### src/rtl/mem_arbiter_2x1_pkg.sv
// Shared memory-message definitions for the 2:1 memory arbiter: opcodes,
// default field layout and width helpers used to size the message buses.
package mem_arbiter_2x1_pkg;

  typedef enum logic [0:0] {
    MEM_MSG_READ  = 1'b0,
    MEM_MSG_WRITE = 1'b1
  } mem_msg_type_e;

  localparam int unsigned MEM_ADDR_BITS_DFLT = 32;
  localparam int unsigned MEM_DATA_BITS_DFLT = 32;
  localparam int unsigned MEM_OPAQ_BITS_DFLT = 8;

  // Byte-length field wide enough to express a full data word.
  function automatic int unsigned mem_len_bits(input int unsigned data_bits);
    return $clog2(data_bits / 8);
  endfunction

  // Request/response layout is {op, opaque, addr, len, data}, op in the MSB.
  function automatic int unsigned mem_msg_bits(input int unsigned opaq_bits,
                                               input int unsigned addr_bits,
                                               input int unsigned data_bits);
    return 1 + opaq_bits + addr_bits + mem_len_bits(data_bits) + data_bits;
  endfunction

  typedef struct packed {
    mem_msg_type_e op;
    logic [MEM_OPAQ_BITS_DFLT-1:0] opaque;
    logic [MEM_ADDR_BITS_DFLT-1:0] addr;
    logic [1:0]                    len;
    logic [MEM_DATA_BITS_DFLT-1:0] data;
  } mem_req_msg_t;

endpackage

### src/rtl/mem_arbiter_2x1_inflight_counter.sv
// Per-requester outstanding-request counter: increments on request transfer,
// decrements on response transfer, saturates at zero, flags full at the limit.
module arb_inflight_counter #(
  parameter int unsigned p_max_in_flight = 4,
  localparam int unsigned p_cnt_bits = $clog2(p_max_in_flight) + 1
) (
  input  logic clk,
  input  logic rst,
  input  logic inc,
  input  logic dec,
  output logic full
);

  logic [p_cnt_bits-1:0] cnt_r;
  logic [p_cnt_bits-1:0] cnt_nxt_s;
  logic                  full_s;

  // full when the outstanding count reaches the configured limit
  always_comb begin
    full_s = 1'b0;
    if (cnt_r == p_cnt_bits'(p_max_in_flight)) begin
      full_s = 1'b1;
    end else begin
      full_s = 1'b0;
    end
  end

  // next count; simultaneous inc and dec cancel, stale decrements stop at zero
  always_comb begin
    cnt_nxt_s = cnt_r;
    case ({inc, dec})
      2'b10: begin
        if (!full_s) begin
          cnt_nxt_s = cnt_r + p_cnt_bits'(1);
        end else begin
          cnt_nxt_s = cnt_r;
        end
      end
      2'b01: begin
        if (cnt_r != {p_cnt_bits{1'b0}}) begin
          cnt_nxt_s = cnt_r - p_cnt_bits'(1);
        end else begin
          cnt_nxt_s = cnt_r;
        end
      end
      default: cnt_nxt_s = cnt_r;
    endcase
  end

  // count register
  always_ff @(posedge clk) begin
    if (rst) begin
      cnt_r <= {p_cnt_bits{1'b0}};
    end else begin
      cnt_r <= cnt_nxt_s;
    end
  end

  assign full = full_s;

endmodule

### src/rtl/mem_arbiter_2x1.sv
// Two-requester memory arbiter: round-robin grant with lock under back-pressure,
// requester-ID tagging in the opaque MSB, and ID-based response routing.
module mem_arbiter_2x1
  import mem_arbiter_2x1_pkg::*;
#(
  parameter int unsigned p_addr_bits     = MEM_ADDR_BITS_DFLT,
  parameter int unsigned p_data_bits     = MEM_DATA_BITS_DFLT,
  parameter int unsigned p_opaq_bits     = MEM_OPAQ_BITS_DFLT,
  parameter int unsigned p_max_in_flight = 4,
  localparam int unsigned p_req_w  = mem_msg_bits(p_opaq_bits, p_addr_bits, p_data_bits),
  localparam int unsigned p_mreq_w = p_req_w + 1
) (
  input  logic                clk,
  input  logic                rst,

  input  logic                req0_val,
  output logic                req0_rdy,
  input  logic [p_req_w-1:0]  req0_msg,
  input  logic                req1_val,
  output logic                req1_rdy,
  input  logic [p_req_w-1:0]  req1_msg,

  output logic                resp0_val,
  input  logic                resp0_rdy,
  output logic [p_req_w-1:0]  resp0_msg,
  output logic                resp1_val,
  input  logic                resp1_rdy,
  output logic [p_req_w-1:0]  resp1_msg,

  output logic                mem_req_val,
  input  logic                mem_req_rdy,
  output logic [p_mreq_w-1:0] mem_req_msg,
  input  logic                mem_resp_val,
  output logic                mem_resp_rdy,
  input  logic [p_mreq_w-1:0] mem_resp_msg
);

  // The ID bit sits directly below the op bit in the widened memory message.
  localparam int unsigned p_id_pos = p_req_w - 1;

  logic                prio_r;
  logic                lock_val_r;
  logic                lock_id_r;

  logic                full0_s;
  logic                full1_s;
  logic                elig0_s;
  logic                elig1_s;
  logic                grant_s;
  logic [p_req_w-1:0]  sel_msg_s;
  logic                req_xfer_s;
  logic                resp_id_s;
  logic                resp_xfer_s;
  logic [p_req_w-1:0]  resp_msg_s;

  // eligibility and grant selection; a held lock overrides round-robin
  always_comb begin
    elig0_s = req0_val & ~full0_s;
    elig1_s = req1_val & ~full1_s;
    grant_s = 1'b0;
    if (lock_val_r) begin
      grant_s = lock_id_r;
    end else if (elig0_s && elig1_s) begin
      grant_s = prio_r;
    end else begin
      grant_s = elig1_s;
    end
  end

  // request path: forward the granted message with its ID spliced into opaque
  always_comb begin
    sel_msg_s   = {p_req_w{1'b0}};
    mem_req_val = 1'b0;
    req0_rdy    = 1'b0;
    req1_rdy    = 1'b0;
    if (grant_s) begin
      sel_msg_s   = req1_msg;
      mem_req_val = elig1_s;
      req1_rdy    = mem_req_rdy & elig1_s;
    end else begin
      sel_msg_s   = req0_msg;
      mem_req_val = elig0_s;
      req0_rdy    = mem_req_rdy & elig0_s;
    end
    mem_req_msg = {sel_msg_s[p_req_w-1], grant_s, sel_msg_s[p_req_w-2:0]};
    req_xfer_s  = mem_req_val & mem_req_rdy;
  end

  // response path: route by the returned ID bit and strip it from opaque
  always_comb begin
    resp_id_s    = mem_resp_msg[p_id_pos];
    resp_msg_s   = {mem_resp_msg[p_mreq_w-1], mem_resp_msg[p_id_pos-1:0]};
    resp0_val    = 1'b0;
    resp1_val    = 1'b0;
    mem_resp_rdy = 1'b0;
    if (resp_id_s) begin
      resp1_val    = mem_resp_val;
      mem_resp_rdy = resp1_rdy;
    end else begin
      resp0_val    = mem_resp_val;
      mem_resp_rdy = resp0_rdy;
    end
    resp0_msg   = resp_msg_s;
    resp1_msg   = resp_msg_s;
    resp_xfer_s = mem_resp_val & mem_resp_rdy;
  end

  // round-robin pointer and stall lock; a transfer releases the lock
  always_ff @(posedge clk) begin
    if (rst) begin
      prio_r     <= 1'b0;
      lock_val_r <= 1'b0;
      lock_id_r  <= 1'b0;
    end else if (req_xfer_s) begin
      prio_r     <= ~grant_s;
      lock_val_r <= 1'b0;
      lock_id_r  <= lock_id_r;
    end else if (mem_req_val) begin
      prio_r     <= prio_r;
      lock_val_r <= 1'b1;
      lock_id_r  <= grant_s;
    end else begin
      prio_r     <= prio_r;
      lock_val_r <= lock_val_r;
      lock_id_r  <= lock_id_r;
    end
  end

  arb_inflight_counter #(
    .p_max_in_flight (p_max_in_flight)
  ) u_cnt0 (
    .clk  (clk),
    .rst  (rst),
    .inc  (req_xfer_s & ~grant_s),
    .dec  (resp_xfer_s & ~resp_id_s),
    .full (full0_s)
  );

  arb_inflight_counter #(
    .p_max_in_flight (p_max_in_flight)
  ) u_cnt1 (
    .clk  (clk),
    .rst  (rst),
    .inc  (req_xfer_s & grant_s),
    .dec  (resp_xfer_s & resp_id_s),
    .full (full1_s)
  );

endmodule

### config.mk
export PLATFORM = sky130hd
export DESIGN_NAME = mem_arbiter_2x1
export DESIGN_NICKNAME = d
export VERILOG_FILES = /design/src/rtl/mem_arbiter_2x1_pkg.sv /design/src/rtl/mem_arbiter_2x1_inflight_counter.sv /design/src/rtl/mem_arbiter_2x1.sv
export SDC_FILE = /design/constraint.sdc
export NUM_CORES = 1
export LEC_CHECK = 0
export BUFFER_PORTS_ARGS = -buffer_cell sky130_fd_sc_hd__buf_2
export CAP_MARGIN = 5
export CORE_AREA = 10 10 173 175
export CTS_BUF_LIST = sky130_fd_sc_hd__clkbuf_4
export DETAILED_ROUTE_END_ITERATION = 7
export DIE_AREA = 0 0 183 185
export GPL_ROUTABILITY_DRIVEN = 0
export PLACE_DENSITY = 0.45
export SKIP_CTS_REPAIR_TIMING = 1
export SYNTH_ARGS = -nofsm -noshare
export SYNTH_HDL_FRONTEND = slang
export SYNTH_SLANG_ARGS = --single-unit
### constraint.sdc
create_clock -name clk -period 2.6 [get_ports clk]
set_input_delay 0.26 -clock clk [delete_from_list [all_inputs] [get_ports clk]]
set_output_delay 0.26 -clock clk [all_outputs]
set_load 0.005 [all_outputs]
# [Word level (Yosys, flattened, before mapping)]
# Index checks and enable logic that the tools add are counted.
[op_classes] addsub=4 eq_ne=10 muxes=17 bitwise=15 reduce_logical=9
[ops] op="$mux 75" count=1
[ops] op="$mux 3" count=4
[ops] op="$pmux 3 s2" count=2
[ops] op="$and 1x1->1" count=10
[ops] op="$mux 1" count=10
[ops] op="$add 3x1->3 const B" count=2
[ops] op="$eq 3x3->1 const B" count=2
[ops] op="$reduce_and 3->1" count=2
[ops] op="$reduce_bool 3->1" count=2
[ops] op="$sub 3x1->3 const B" count=2
[ops] op="$not 1->1" count=5
[ops] op="$eq 2x1->1 const B" count=2
[ops] op="$eq 2x2->1 const B" count=2
[ops] op="$ne 2x1->1 const B" count=2
[ops] op="$ne 2x2->1 const B" count=2
[ops] op="$reduce_bool 2->1" count=2
[ops] op="$reduce_and 2->1" count=1
[ops] op="$reduce_or 2->1" count=1
[ops] op="$logic_and 1x1->1" count=1
[word_totals] reg_bits=9 out_inout_bits=232

# [Longest topological paths before layout]
[logic_depth] word_depth=13 ltp_mapped=10

# [Modules after synthesis]
# Synthesis repeated with hierarchy kept, for this count alone.
[unflattened] hier_cells=308 area_unflattened_um2=2716.4
[modules_own_cells] module="mem_arbiter_2x1" n_inst=1 cells_each=266 area_per_inst_um2=2288.4 seq_area_each_um2=60.1
[modules_own_cells] module="arb_inflight_counter (u_cnt1)" n_inst=1 cells_each=22 area_per_inst_um2=229.0 seq_area_each_um2=60.1
[modules_own_cells] module="arb_inflight_counter (u_cnt0)" n_inst=1 cells_each=20 area_per_inst_um2=198.9 seq_area_each_um2=60.1

# [Least setup slack after synthesis]
# No wires, ideal clock.
[synth_timing] path_type="register to register" from="reg u_cnt0.cnt_r[2]" to="reg u_cnt1.cnt_r[2]" setup_time_ps=103 t_arrival_ps=2578 path_slack_ps=-81 stages_incl_launch_ff=10 n_path_buf=2 path_cell_list="dfxtp_1 -> or3b_1 -> buf_2 -> nand3_2 -> nor3b_4 -> buf_6 -> nor2_1 -> fa_1 -> or4_1 -> a2111oi_2"
[synth_via] elab_chain_cells=13 elab_cells_between_ends=17 cone_classes="5 x eq/ne; 5 x mux; 4 x bitwise; 3 x reduce/logical"
[synth_rtl] element="start: declaration" line="mem_arbiter_2x1_inflight_counter.sv:14" source="logic [p_cnt_bits-1:0] cnt_r;"
[synth_rtl] element="start signal: assignment" line="mem_arbiter_2x1_inflight_counter.sv:53" source="cnt_r <= {p_cnt_bits{1'b0}};"
[synth_rtl] element="start signal: assignment" line="mem_arbiter_2x1_inflight_counter.sv:55" source="cnt_r <= cnt_nxt_s;"
[synth_rtl] element="$eq 3x3->1 *" line="mem_arbiter_2x1_inflight_counter.sv:21" source="if (cnt_r == p_cnt_bits'(p_max_in_flight)) begin"
[synth_rtl] element="$mux 1 *" line="mem_arbiter_2x1_inflight_counter.sv:21"
[synth_rtl] element="$not 1->1 *" line="mem_arbiter_2x1.sv:58" source="elig0_s = req0_val & ~full0_s;"
[synth_rtl] element="$and 1x1->1 *" line="mem_arbiter_2x1.sv:58"
[synth_rtl] element="$logic_and 1x1->1" line="mem_arbiter_2x1.sv:63" source="end else if (elig0_s && elig1_s) begin"
[synth_rtl] element="$mux 1" line="mem_arbiter_2x1.sv:63"
[synth_rtl] element="$mux 1" line="mem_arbiter_2x1.sv:61" source="if (lock_val_r) begin"
[synth_rtl] element="$mux 1" line="mem_arbiter_2x1.sv:76" source="if (grant_s) begin"
[synth_rtl] element="$and 1x1->1" line="mem_arbiter_2x1.sv:86" source="req_xfer_s = mem_req_val & mem_req_rdy;"
[synth_rtl] element="$and 1x1->1 *" line="mem_arbiter_2x1.sv:144" source=".inc (req_xfer_s & grant_s),"
[synth_rtl] element="$eq 2x1->1 or $eq 2x2->1 (tied branches)" line="mem_arbiter_2x1_inflight_counter.sv:31" source="case ({inc, dec})"
[synth_rtl] element="$ne 2x1->1 (no line), or another cell as far along"
[synth_rtl] element="$reduce_and 3->1 (no line)"
[synth_rtl] element="end signal: assignment" line="mem_arbiter_2x1_inflight_counter.sv:53"
[synth_rtl] element="end signal: assignment" line="mem_arbiter_2x1_inflight_counter.sv:55"
[synth_rtl] element="end: declaration" line="mem_arbiter_2x1_inflight_counter.sv:14"
# Mark *: on every way between the ends. The rest lies on a longest branch, timed or not.
# A chain may end at the register's enable or synchronous reset.

# [Final worst setup path]
[layout_timing] from="reg u_cnt0.cnt_r[0]" to="out mem_req_msg[36]"
[layout_via] elab_chain_cells=8
[layout_rtl] element="$eq 3x3->1" line="mem_arbiter_2x1_inflight_counter.sv:21"
[layout_rtl] element="$mux 1" line="mem_arbiter_2x1_inflight_counter.sv:21"
[layout_rtl] element="$not 1->1" line="mem_arbiter_2x1.sv:58"
[layout_rtl] element="$and 1x1->1" line="mem_arbiter_2x1.sv:58"
[layout_rtl] element="$logic_and 1x1->1" line="mem_arbiter_2x1.sv:63"
[layout_rtl] element="$mux 1" line="mem_arbiter_2x1.sv:63"
[layout_rtl] element="$mux 1" line="mem_arbiter_2x1.sv:61"
[layout_rtl] element="$mux 75" line="mem_arbiter_2x1.sv:76"
[layout_rtl] element="end: declaration" line="mem_arbiter_2x1.sv:32" source="output logic [p_mreq_w-1:0] mem_req_msg,"
# No other way between the ends.

==> results.yml <==
grt:
  overflow: 0
  antenna_found_initial: 1
  grt_start_max_net_pins: 34
  track_usage: 0.0611
  grt_pass1_wl_um: 16500
  grt_pass1_vias: 2919
logic_synthesis:
  synthFlopType: "dfxtp_1"
  synth_top_family_by_area: "buffers and inverters"
  muxShareOfSynthArea: 0.313
  synth_cells: 318
  avgSynthCellArea_um2: 8.74
  yosys_warnings: 0
  synth_xor_area_frac: 0.00630
  postSynth.asyncResetShare: 0
  synth_simple_gate_area_frac: 0.102
  yosysUniqueCellTypes: 46
  synth_edf_count: 0
  synth-seq-area-share: 0.0648
  synth_compound_area_frac: 0.0531
  synthAdderAreaFrac: 0.0144
  syn-cell-area_um2: 2780
  ys_ff_latch: 9
  synth_nets: 554
hold_path:
  holdPathEnd: "lock_id_r"
  min_path_cells: 3
  hp-class: "primary input to flop"
  hold_start: "mem_req_rdy"
worst_setup_path:
  rr_startpoint: "u_cnt0.cnt_r[0]"
  reg2reg_depth: 7
  crit_path_start_kind: "flop"
  cp.arrival_ns: 2.20
  path_delay_family: "buffers and inverters"
  cp-end-kind: "output port"
  worstSetupPathType: "flop to output port"
  r2r-end: "u_cnt1.cnt_r[2]"
  required_ns: 2.34
  ff2ff_setup_slack_ns: 0.22
  crit_chain: "or3b_4, a32oi_4, buf_12, buf_16, mux2_1, buf_2"
  slowest_stage: "or3b_4"
  cp_max_fo: 17
  max_stage_delay_ns: 0.45
  cp.buffers_inverters: 3
  startpoint: "u_cnt0.cnt_r[0]"
sta:
  fmax_mhz: 406
  fin_crit_ns: 2.46
  slew_violations: 0
  hold_viol: 0
  whs_ns: 0.354
  fin_crit_sh: 0.948
  worst_pin_slew_ns: 0.347
  grt_setup_unrepaired: "no"
  maxSlewHeadroom: 0.766
  setup_viol: 0
  fin_skew_ns: 0.000795
detailed_routing:
  ant_nets: 0
  vias_per_cell: 3.24
  vias: 2447
  routed_wl_um: 11400
  routedWlPerCell_um: 15.1
  drtIter0Drc: 51
  drc: 0
  drt_pass1_iterations: 4
power_and_ir_drop:
  powerDensity_nw_per_um2: 261
  peakVddDrop_uv: 117
  p_leak_nw: 1.59
place:
  dpl_cell_area_um2: 3310
  io_buffers: 240
  hpwl_um: 10300
cts:
  clock_path_buffers: 2
  clkTransAtPathRegs_ns: 0.07
  cts_root_buf: "clkbuf_4"
  worstSkewPairLatency_ns: 0.26
  htreeDepth: 1
  tritoncts: "built"
  cts.sinks: 9
  cts_buffers: 3
final_layout:
  drive_gt1_frac: 0.746
  stdcell_area_um2: 3400
  final_common_cell: "buf_2"
  nets: 651
  final_cell_mix: "buf_2, mux2_1, mux2_2, buf_4, nor2_1"
  area_growth_pct: 22.3
  fill_cells: 3096
floorplanning:
  ios: 466
  core_area_um2: 26600
  die_h_um: 185
  start_util: 0.105
  rows: 60
  die_area_um2: 33900
  die_w_um: 183
flow_run:
  maxCapViolCount: 0
status:
  status: "completed"
-- registers in the layout, indices dropped and copies added (netlist names) --
| signal | cells |
|---|---|
| u_cnt1.cnt_r | 3 |
| u_cnt0.cnt_r | 3 |
| lock_id_r | 1 |
| lock_val_r | 1 |
| prio_r | 1 |
-- area by class of cell --
| cell class | instances | area [um2] | area share |
|---|---|---|---|
| Multi-Input combinational cell | 141 | 1380 | 0.405 |
| Sequential cell | 9 | 181 | 0.0534 |
| Inverter | 5 | 18.8 | 0.00552 |
| Antenna cell | 1 | 2.50 | 0.000736 |
| Timing Repair Buffer | 255 | 1360 | 0.401 |
| Tap cell | 341 | 427 | 0.126 |
| Clock buffer | 4 | 30.0 | 0.00883 |
-- per-layer routing --
metal,GRT usage,up-vias,routed length [um]
met5,0.0107,-,16
li1,-,1131,-
met4,0.0203,2,325
met1,0.0628,1053,4240
met2,0.0924,217,4880
met3,0.0474,44,1950
-- synthesized netlist by cell type, types with 3 or more instances --
cell type / count / area share
a21oi_1: 3 / 0.0054
a31oi_1: 3 / 0.0068
nand3_1: 4 / 0.0072
buf_2: 6 / 0.011
buf_6: 4 / 0.016
dfxtp_1: 9 / 0.065
nor3_1: 4 / 0.0072
mux2_2: 35 / 0.14
mux2_1: 41 / 0.17
inv_1: 5 / 0.0068
buf_4: 152 / 0.41
nor2_1: 9 / 0.012
-- worst register-to-register path: stages (launching register included) --
cell	delay, ns
dfxtp_1	0.34
or3b_4	0.45
nand3_2	0.09
nor3b_4	0.17
nor2_1	0.09
fa_2	0.41
or4_1	0.43
a2111oi_2	0.30
-- stage by stage --
| stage | instances | power, mW | worst slack (ns) | util | setup TNS, ns |
|---|---|---|---|---|---|
| 5_1_grt | 755 | 0.974 | 0.00848 | 0.128 | 0 |
| 4_1_cts | 751 | 0.895 | -0.0417 | 0.126 | -0.298 |
| 6_report | 756 | 0.889 | 0.136 | 0.128 | 0 |
| 3_3_place_gp | 747 | 0.762 | 0.159 | 0.125 | 0 |
| 3_5_place_dp | 747 | 0.764 | 0.129 | 0.125 | 0 |
| 2_1_floorplan | 318 | 0.631 | 0.113 | - | 0 |
-- logic make-up (layout without fill, tap and decap cells) --
kind of cell             after synthesis  count (layout)
XOR/XNOR                               2               2
AND/OR/NAND/NOR                       42              42
adder cells (fa/ha/maj)                2               2
flip-flops                             9               9
multiplexers                          77              77
AO/OA/AOI/OAI                         18              18
other                                  0               1
buffers and inverters                168             264
-- power breakdown --
part / internal (mW) / leakage (nW) / total [mW] / switching (mW)
Sequential: 0.148 / 0.0741 / 0.159 / 0.0116
Clock: 0.0696 / 0.0184 / 0.122 / 0.0527
Combinational: 0.355 / 1.50 / 0.607 / 0.252
-- how the worst max path moves through the flow --
stage / to / slack (ns) / cells after the start
finish: mem_req_msg[36] / 0.14 / 6
global route: mem_req_msg[36] / 0.008 / 6
CTS: mem_req_msg[9] / -0.04 / 6
detailed placement: u_cnt1.cnt_r[2] / 0.13 / 7
global placement: u_cnt1.cnt_r[2] / 0.16 / 7
floorplan: u_cnt1.cnt_r[2] / 0.11 / 9
Note: power is estimated with default switching activity, not from simulation.
